==> src/rtl/exu_disp_pkg.sv <==
// Shared decode-info field layout, dispatch unit indices and FSM encoding for exu_disp.
// Group field and AGU load flag sit at the bottom of the decode-info word.
package exu_disp_pkg;

  localparam int XLEN          = 32;
  localparam int PC_SIZE       = 32;
  localparam int RFIDX_WIDTH   = 5;
  localparam int NUM_REGS      = 1 << RFIDX_WIDTH;
  localparam int DECINFO_WIDTH = 16;

  localparam int DECINFO_GRP_LSB   = 0;
  localparam int DECINFO_GRP_WIDTH = 2;
  localparam int DECINFO_AGU_LOAD  = 2;

  localparam logic [1:0] DECINFO_GRP_ALU    = 2'd0;
  localparam logic [1:0] DECINFO_GRP_MULDIV = 2'd1;
  localparam logic [1:0] DECINFO_GRP_AGU    = 2'd2;
  localparam logic [1:0] DECINFO_GRP_BJP    = 2'd3;

  localparam int UNIT_ALU    = 0;
  localparam int UNIT_MULDIV = 1;
  localparam int UNIT_AGU    = 2;
  localparam int UNIT_BJP    = 3;

  typedef enum logic [1:0] {
    ST_IDLE = 2'd0,
    ST_FULL = 2'd1,
    ST_TRAP = 2'd2
  } disp_state_e;

  function automatic logic [1:0] decinfo_grp(input logic [DECINFO_WIDTH-1:0] info);
    return info[DECINFO_GRP_LSB +: DECINFO_GRP_WIDTH];
  endfunction

  function automatic logic [3:0] grp_onehot(input logic [1:0] grp);
    logic [3:0] oh;
    oh = 4'b0000;
    case (grp)
      DECINFO_GRP_ALU:    oh[UNIT_ALU]    = 1'b1;
      DECINFO_GRP_MULDIV: oh[UNIT_MULDIV] = 1'b1;
      DECINFO_GRP_AGU:    oh[UNIT_AGU]    = 1'b1;
      default:            oh[UNIT_BJP]    = 1'b1;
    endcase
    return oh;
  endfunction

  // Only long-latency results (mul/div and loads) are tracked as pending.
  function automatic logic sets_pending(input logic [DECINFO_WIDTH-1:0] info);
    return (decinfo_grp(info) == DECINFO_GRP_MULDIV) ||
           ((decinfo_grp(info) == DECINFO_GRP_AGU) && info[DECINFO_AGU_LOAD]);
  endfunction

endpackage

==> src/rtl/exu_disp_sboard.sv <==
// Pending-writeback scoreboard: set on long-latency dispatch, clear on writeback, hazard query.
// A same-cycle writeback is already visible to the query; a same-cycle set wins over clear.
module exu_disp_sboard
  import exu_disp_pkg::*;
(
  input  logic                   clk,
  input  logic                   rst,
  input  logic                   set_en,
  input  logic [RFIDX_WIDTH-1:0] set_idx,
  input  logic                   clr_en,
  input  logic [RFIDX_WIDTH-1:0] clr_idx,
  input  logic                   rs1en,
  input  logic [RFIDX_WIDTH-1:0] rs1idx,
  input  logic                   rs2en,
  input  logic [RFIDX_WIDTH-1:0] rs2idx,
  input  logic                   rdwen,
  input  logic [RFIDX_WIDTH-1:0] rdidx,
  output logic                   hazard,
  output logic [NUM_REGS-1:0]    pending
);

  logic [NUM_REGS-1:0] one_hot_lsb;
  logic [NUM_REGS-1:0] set_mask;
  logic [NUM_REGS-1:0] clr_mask;
  logic [NUM_REGS-1:0] live;

  assign one_hot_lsb = NUM_REGS'(1);
  assign set_mask    = set_en ? (one_hot_lsb << set_idx) : '0;
  assign clr_mask    = clr_en ? (one_hot_lsb << clr_idx) : '0;
  assign live        = pending & ~clr_mask;

  assign hazard = (rs1en & live[rs1idx]) | (rs2en & live[rs2idx]) | (rdwen & live[rdidx]);

  always_ff @(posedge clk or posedge rst) begin
    if (rst) begin
      pending <= '0;
    end else begin
      pending <= (live | set_mask) & ~one_hot_lsb;
    end
  end

endmodule

==> src/rtl/exu_disp.sv <==
// Single-entry dispatch stage steering decoded instructions to BJP/AGU/MULDIV/ALU with RAW/WAW scoreboard.
// EXU_DISP_PASSTHRU_EN: idle, hazard-free, ready-target instructions bypass the entry combinationally.
module exu_disp
  import exu_disp_pkg::*;
(
  input  logic                     clk,
  input  logic                     rst,
  input  logic                     i_valid,
  output logic                     i_ready,
  input  logic [DECINFO_WIDTH-1:0] i_info,
  input  logic [RFIDX_WIDTH-1:0]   i_rs1idx,
  input  logic [RFIDX_WIDTH-1:0]   i_rs2idx,
  input  logic [RFIDX_WIDTH-1:0]   i_rdidx,
  input  logic                     i_rs1en,
  input  logic                     i_rs2en,
  input  logic                     i_rdwen,
  input  logic                     i_illegal,
  input  logic [XLEN-1:0]          i_imm,
  input  logic [PC_SIZE-1:0]       i_pc,
  output logic [3:0]               o_valid,
  input  logic [3:0]               o_ready,
  output logic [DECINFO_WIDTH-1:0] o_info,
  output logic [XLEN-1:0]          o_imm,
  output logic [PC_SIZE-1:0]       o_pc,
  output logic [RFIDX_WIDTH-1:0]   o_rs1idx,
  output logic [RFIDX_WIDTH-1:0]   o_rs2idx,
  output logic [RFIDX_WIDTH-1:0]   o_rdidx,
  output logic                     o_rdwen,
  input  logic                     wb_valid,
  input  logic [RFIDX_WIDTH-1:0]   wb_rdidx,
  input  logic                     flush,
  output logic                     o_excp_valid,
  output logic [PC_SIZE-1:0]       o_excp_pc
);

  disp_state_e state, state_nxt;

  logic [DECINFO_WIDTH-1:0] e_info;
  logic [RFIDX_WIDTH-1:0]   e_rs1idx, e_rs2idx, e_rdidx;
  logic                     e_rs1en, e_rs2en, e_rdwen, e_illegal;
  logic [XLEN-1:0]          e_imm;
  logic [PC_SIZE-1:0]       e_pc;

  logic                     use_in, load, pass, fire, hazard, excp;
  logic [3:0]               sel;
  logic [NUM_REGS-1:0]      pending;

`ifdef EXU_DISP_PASSTHRU_EN
  assign use_in = (state == ST_IDLE);
`else
  assign use_in = 1'b0;
`endif

  // Unit-side payload comes from the entry, or straight from the decoder when bypassing.
  assign o_info   = use_in ? i_info   : e_info;
  assign o_imm    = use_in ? i_imm    : e_imm;
  assign o_pc     = use_in ? i_pc     : e_pc;
  assign o_rs1idx = use_in ? i_rs1idx : e_rs1idx;
  assign o_rs2idx = use_in ? i_rs2idx : e_rs2idx;
  assign o_rdidx  = use_in ? i_rdidx  : e_rdidx;
  assign o_rdwen  = use_in ? i_rdwen  : e_rdwen;

  assign sel  = grp_onehot(decinfo_grp(o_info));
  assign fire = |(o_valid & o_ready);

  exu_disp_sboard u_sboard (
    .clk     (clk),
    .rst     (rst),
    .set_en  (fire & sets_pending(o_info) & o_rdwen),
    .set_idx (o_rdidx),
    .clr_en  (wb_valid),
    .clr_idx (wb_rdidx),
    .rs1en   (use_in ? i_rs1en : e_rs1en),
    .rs1idx  (o_rs1idx),
    .rs2en   (use_in ? i_rs2en : e_rs2en),
    .rs2idx  (o_rs2idx),
    .rdwen   (o_rdwen),
    .rdidx   (o_rdidx),
    .hazard  (hazard),
    .pending (pending)
  );

  always_comb begin
    state_nxt = state;
    o_valid   = 4'b0000;
    i_ready   = 1'b0;
    excp      = 1'b0;
    load      = 1'b0;
    pass      = 1'b0;
    case (state)
      ST_IDLE: begin
        i_ready = 1'b1;
`ifdef EXU_DISP_PASSTHRU_EN
        if (i_valid && !i_illegal && !hazard && (|(sel & o_ready))) begin
          o_valid = sel;
          pass    = 1'b1;
        end
`endif
        if (i_valid && !pass) begin
          load      = 1'b1;
          state_nxt = ST_FULL;
        end
      end
      ST_FULL: begin
        if (e_illegal) begin
          excp      = 1'b1;
          i_ready   = 1'b1;
          load      = i_valid;
          state_nxt = ST_TRAP;
        end else begin
          if (!hazard) o_valid = sel;
          if (|(o_valid & o_ready)) begin
            i_ready = 1'b1;
            if (i_valid) load = 1'b1;
            else         state_nxt = ST_IDLE;
          end
        end
      end
      ST_TRAP: ;
      default: state_nxt = ST_IDLE;
    endcase
    if (flush) begin
      o_valid   = 4'b0000;
      excp      = 1'b0;
      load      = 1'b0;
      state_nxt = ST_IDLE;
    end
  end

  assign o_excp_valid = excp;
  assign o_excp_pc    = excp ? e_pc : '0;

  always_ff @(posedge clk or posedge rst) begin
    if (rst) begin
      state <= ST_IDLE;
    end else begin
      state <= state_nxt;
    end
  end

  always_ff @(posedge clk or posedge rst) begin
    if (rst) begin
      e_info    <= '0;
      e_rs1idx  <= '0;
      e_rs2idx  <= '0;
      e_rdidx   <= '0;
      e_rs1en   <= 1'b0;
      e_rs2en   <= 1'b0;
      e_rdwen   <= 1'b0;
      e_illegal <= 1'b0;
      e_imm     <= '0;
      e_pc      <= '0;
    end else if (load) begin
      e_info    <= i_info;
      e_rs1idx  <= i_rs1idx;
      e_rs2idx  <= i_rs2idx;
      e_rdidx   <= i_rdidx;
      e_rs1en   <= i_rs1en;
      e_rs2en   <= i_rs2en;
      e_rdwen   <= i_rdwen;
      e_illegal <= i_illegal;
      e_imm     <= i_imm;
      e_pc      <= i_pc;
    end
  end

endmodule
==> config.mk <==
export PLATFORM = sky130hd
export DESIGN_NAME = exu_disp
export DESIGN_NICKNAME = d
export VERILOG_FILES = /design/src/rtl/exu_disp_pkg.sv /design/src/rtl/exu_disp_sboard.sv /design/src/rtl/exu_disp.sv
export SDC_FILE = /design/constraint.sdc
export NUM_CORES = 1
export LEC_CHECK = 0
export CAP_MARGIN = 20
export CORE_ASPECT_RATIO = 1.2
export CORE_MARGIN = 4
export CORE_UTILIZATION = 30
export DETAILED_ROUTE_END_ITERATION = 10
export HOLD_SLACK_MARGIN = 0.08
export PLACE_DENSITY = 0.56
export SLEW_MARGIN = 20
export SYNTH_ARGS = -nofsm -noshare
export SYNTH_HDL_FRONTEND = slang
export SYNTH_SLANG_ARGS = --single-unit
==> constraint.sdc <==
create_clock -name clk -period 6.1 [get_ports clk]
set_input_delay 0.61 -clock clk [delete_from_list [all_inputs] [get_ports clk]]
set_output_delay 0.61 -clock clk [all_outputs]
set_load 0.01 [all_outputs]
==> metrics.yaml <==
sta:
  tns_ps: 0
  slew_headroom_pct: 47.0
  fin_crit_ps: 5030
  rsz0062_at_grt: "false"
  finClkSkew_ps: 15.0
  fmax_ghz: 0.199
  whs_ps: 509
  setup_viol: 0
  final_max_slew_viol_count: 0
  hold_viol: 0
  timing.final.crit_share_pct: 82.4
  max_slew.worst_pin.slew_ps: 795
routing:
  wl_um: 23700
  post_drt_wl_per_cell_um: 21.4
  vias: 5951
  wl_met1_um: 9010
  drtAntennaViolNets: 0
  viasPerCell: 5.39
  wl_met2_um: 12100
  drc: 0
  wl_met3_um: 1820
  topRoutingLayerUsed: "met4"
  drt_iter0_drc: 568
  dr.pass1.iters: 6
global_route:
  grt_pass1_wl_um: 37300
  grt_start_max_net_pins: 75
  track_usage_pct: 18.5
  antenna_found_initial: 0
  globalRouteOverflowTotal: 0
  grt_pass1_vias: 6530
setup_path:
  worstPathArrival_ps: 4420
  worst_setup_path_start_kind: "input port"
  crit_top_cell: "clkdlybuf4s50_1"
  crit_chain: "clkdlybuf4s50_1 > nand2b_1 > o21ai_0 > nand2_1 > o211a_1 > nor4b_1 > and4b_1 > nand3_1 > nor3b_1 > clkdlybuf4s50_1"
  rr_endpoint: "o_rdidx[1]"
  worstSetupEndpointType: "output pin"
  required_ps: 5490
  setup.worst_path.class: "in -> out"
  rr_startpoint: "o_rdidx[0]"
  worstRegToRegCells: 9
  r2r_setup_slack_ps: 2100
  cp_top_family: "simple AND/OR/NAND/NOR gates"
  max_stage_delay_ps: 710
  slowest_stage: "clkdlybuf4s50_1"
  critPathBufInv: 2
  path_max_fanout: 16
clocking:
  cts_buffer_depth: 2
  clkLatencyLatePin_ps: 420
  cts_tree: "built"
  cts_made_buffers: 17
  cts_root_buffer: "clkbuf_16"
  ctsResizeCount: 0
  post_cts_buffers: 0
  htreeDepth: 4
  hold_buffers: 0
  clkTransAtPathRegs_ps: 60
  clock_sinks: 132
yosys:
  avgSynthCellArea_um2: 11.9
  yosysWarnings: 0
  netlist.top_cell.by_area: "dfrtp_1"
  async_flop_share_pct: 100
  synth-main-ff-cell: "dfrtp_1"
  synth_cell_type_count: 68
  syn_area_um2: 6910
  yosys-top-cells-area: "dfrtp_1, mux2_2, mux2_4, o21ai_0, and2_1"
  synth_edf_count: 0
  yosys_register_bits: 132
  syn-num-nets: 693
  synth_cells: 580
  ys_seq_area_share_pct: 47.8
  yosys.area.top_type_share_pct: 47.8
run:
  maxCapViolCount: 0
cells_and_area:
  area_delta_synth_final_pct: 46.1
  fin_cells: 1104
  fin_nets: 925
  multi_input_area_um2: 3330
  ff_latch_area_um2: 3300
  layout_common_cells: "clkdlybuf4s50_1, dfrtp_1, mux2_2"
  drive_gt1_share_pct: 19.8
  final_common_cell: "clkdlybuf4s50_1"
  diodes: 0
  design_area_um2: 10100
  nFillCells: 2100
floorplan:
  ios: 247
  dieArea_um2: 25500
  die_x_um: 147
  rows: 60
  core-area_um2: 22500
  die_h_um: 174
  initial_core_util_pct: 30.7
placed_design:
  dpl.cell_count: 1072
  dpl.hpwl_um: 17700
  placed_area_um2: 9530
  portBuffers: 246
  place_congestion: 0.960
power:
  p_leak_nw: 3.96
  irDropWorstVdd_v: 0.000210
  total_power_w: 0.00470
  power_density_nw_per_um2: 465
status:
  status: "finished clean"
min_path:
  whs_path_depth: 1
  min_path_type: "reg -> reg"
  min-delay-start: "o_info[5]"
  whs_endpoint: "o_info[5]"
==> metrics by stage <==
stage / utilization (%) / worst slack, ps
floorplan: - / 1960
global placement: 42.3 / 1300
detailed placement: 42.3 / 1180
CTS: 44.8 / 1160
global route: 44.8 / 780
finish: 44.8 / 1070
==> final cells by class <==
| cell class | count | share of cell area [%] |
|---|---|---|
| Multi-Input combinational cell | 401 | 33.0 |
| Sequential cell | 132 | 32.7 |
| Timing Repair Buffer | 251 | 24.9 |
| Clock buffer | 18 | 4.35 |
| Tap cell | 279 | 3.46 |
| Clock inverter | 14 | 1.18 |
| Inverter | 9 | 0.384 |
==> where the power goes <==
group / internal, W / total, W / switching, W
registers: 0.00122 / 0.00165 / 0.000431
clock network: 0.000540 / 0.000964 / 0.000424
logic: 0.00123 / 0.00208 / 0.000853
total: 0.00299 / 0.00470 / 0.00171
==> cell usage after synthesis (all sizes together), types with 9 or more instances <==
master	n
nor2	14
mux2	104
and2	34
o2111ai	9
mux4	9
o21ai	65
buf	26
inv	9
nand2	20
nor2b	13
clkbuf	12
nor3	12
mux2i	14
nand3	20
dfrtp	132
==> worst max-delay path by stage <==
| stage | end | cells past startpoint | start | slack (ps) |
|---|---|---|---|---|
| after floorplan | e_illegal | 1 | rst | 1960 |
| after global placement | o_valid[2] | 10 | wb_rdidx[1] | 1300 |
| after detailed placement | o_valid[2] | 10 | wb_rdidx[1] | 1180 |
| after CTS | o_valid[2] | 10 | wb_rdidx[1] | 1160 |
| after global routing | o_valid[2] | 10 | wb_rdidx[1] | 780 |
| final | o_valid[2] | 10 | wb_rdidx[1] | 1070 |
==> flip-flops by register name (all words and copies together), names as in the netlist <==
signal / flops
o_rs2idx: 5
o_imm: 32
o_pc: 32
state: 2
o_rdidx: 5
e_rs2en: 1
o_info: 16
u_sboard.pending: 31
o_rs1idx: 5
e_illegal: 1
e_rs1en: 1
o_rdwen: 1
==> metal layers <==
layer  global-route usage [%]  vias up
met5                        0        -
met3                     5.48       59
li1                         -     2619
met1                     21.7     2934
met2                     32.5      339
met4                     6.12        0
==> cell families (layout without fill, tap and decap cells) <==
kind of cell           count (synthesis)  in the layout  share of synthesized area [%]
AO/OA/AOI/OAI                        118            118                           11.6
flip-flops                           132            132                           47.8
buffers and inverters                 47            292                           4.04
XOR/XNOR                               7              7                          0.888
AND/OR/NAND/NOR                      149            149                           12.7
multiplexers                         127            127                           23.0
Power figures use the tool's default switching activity.
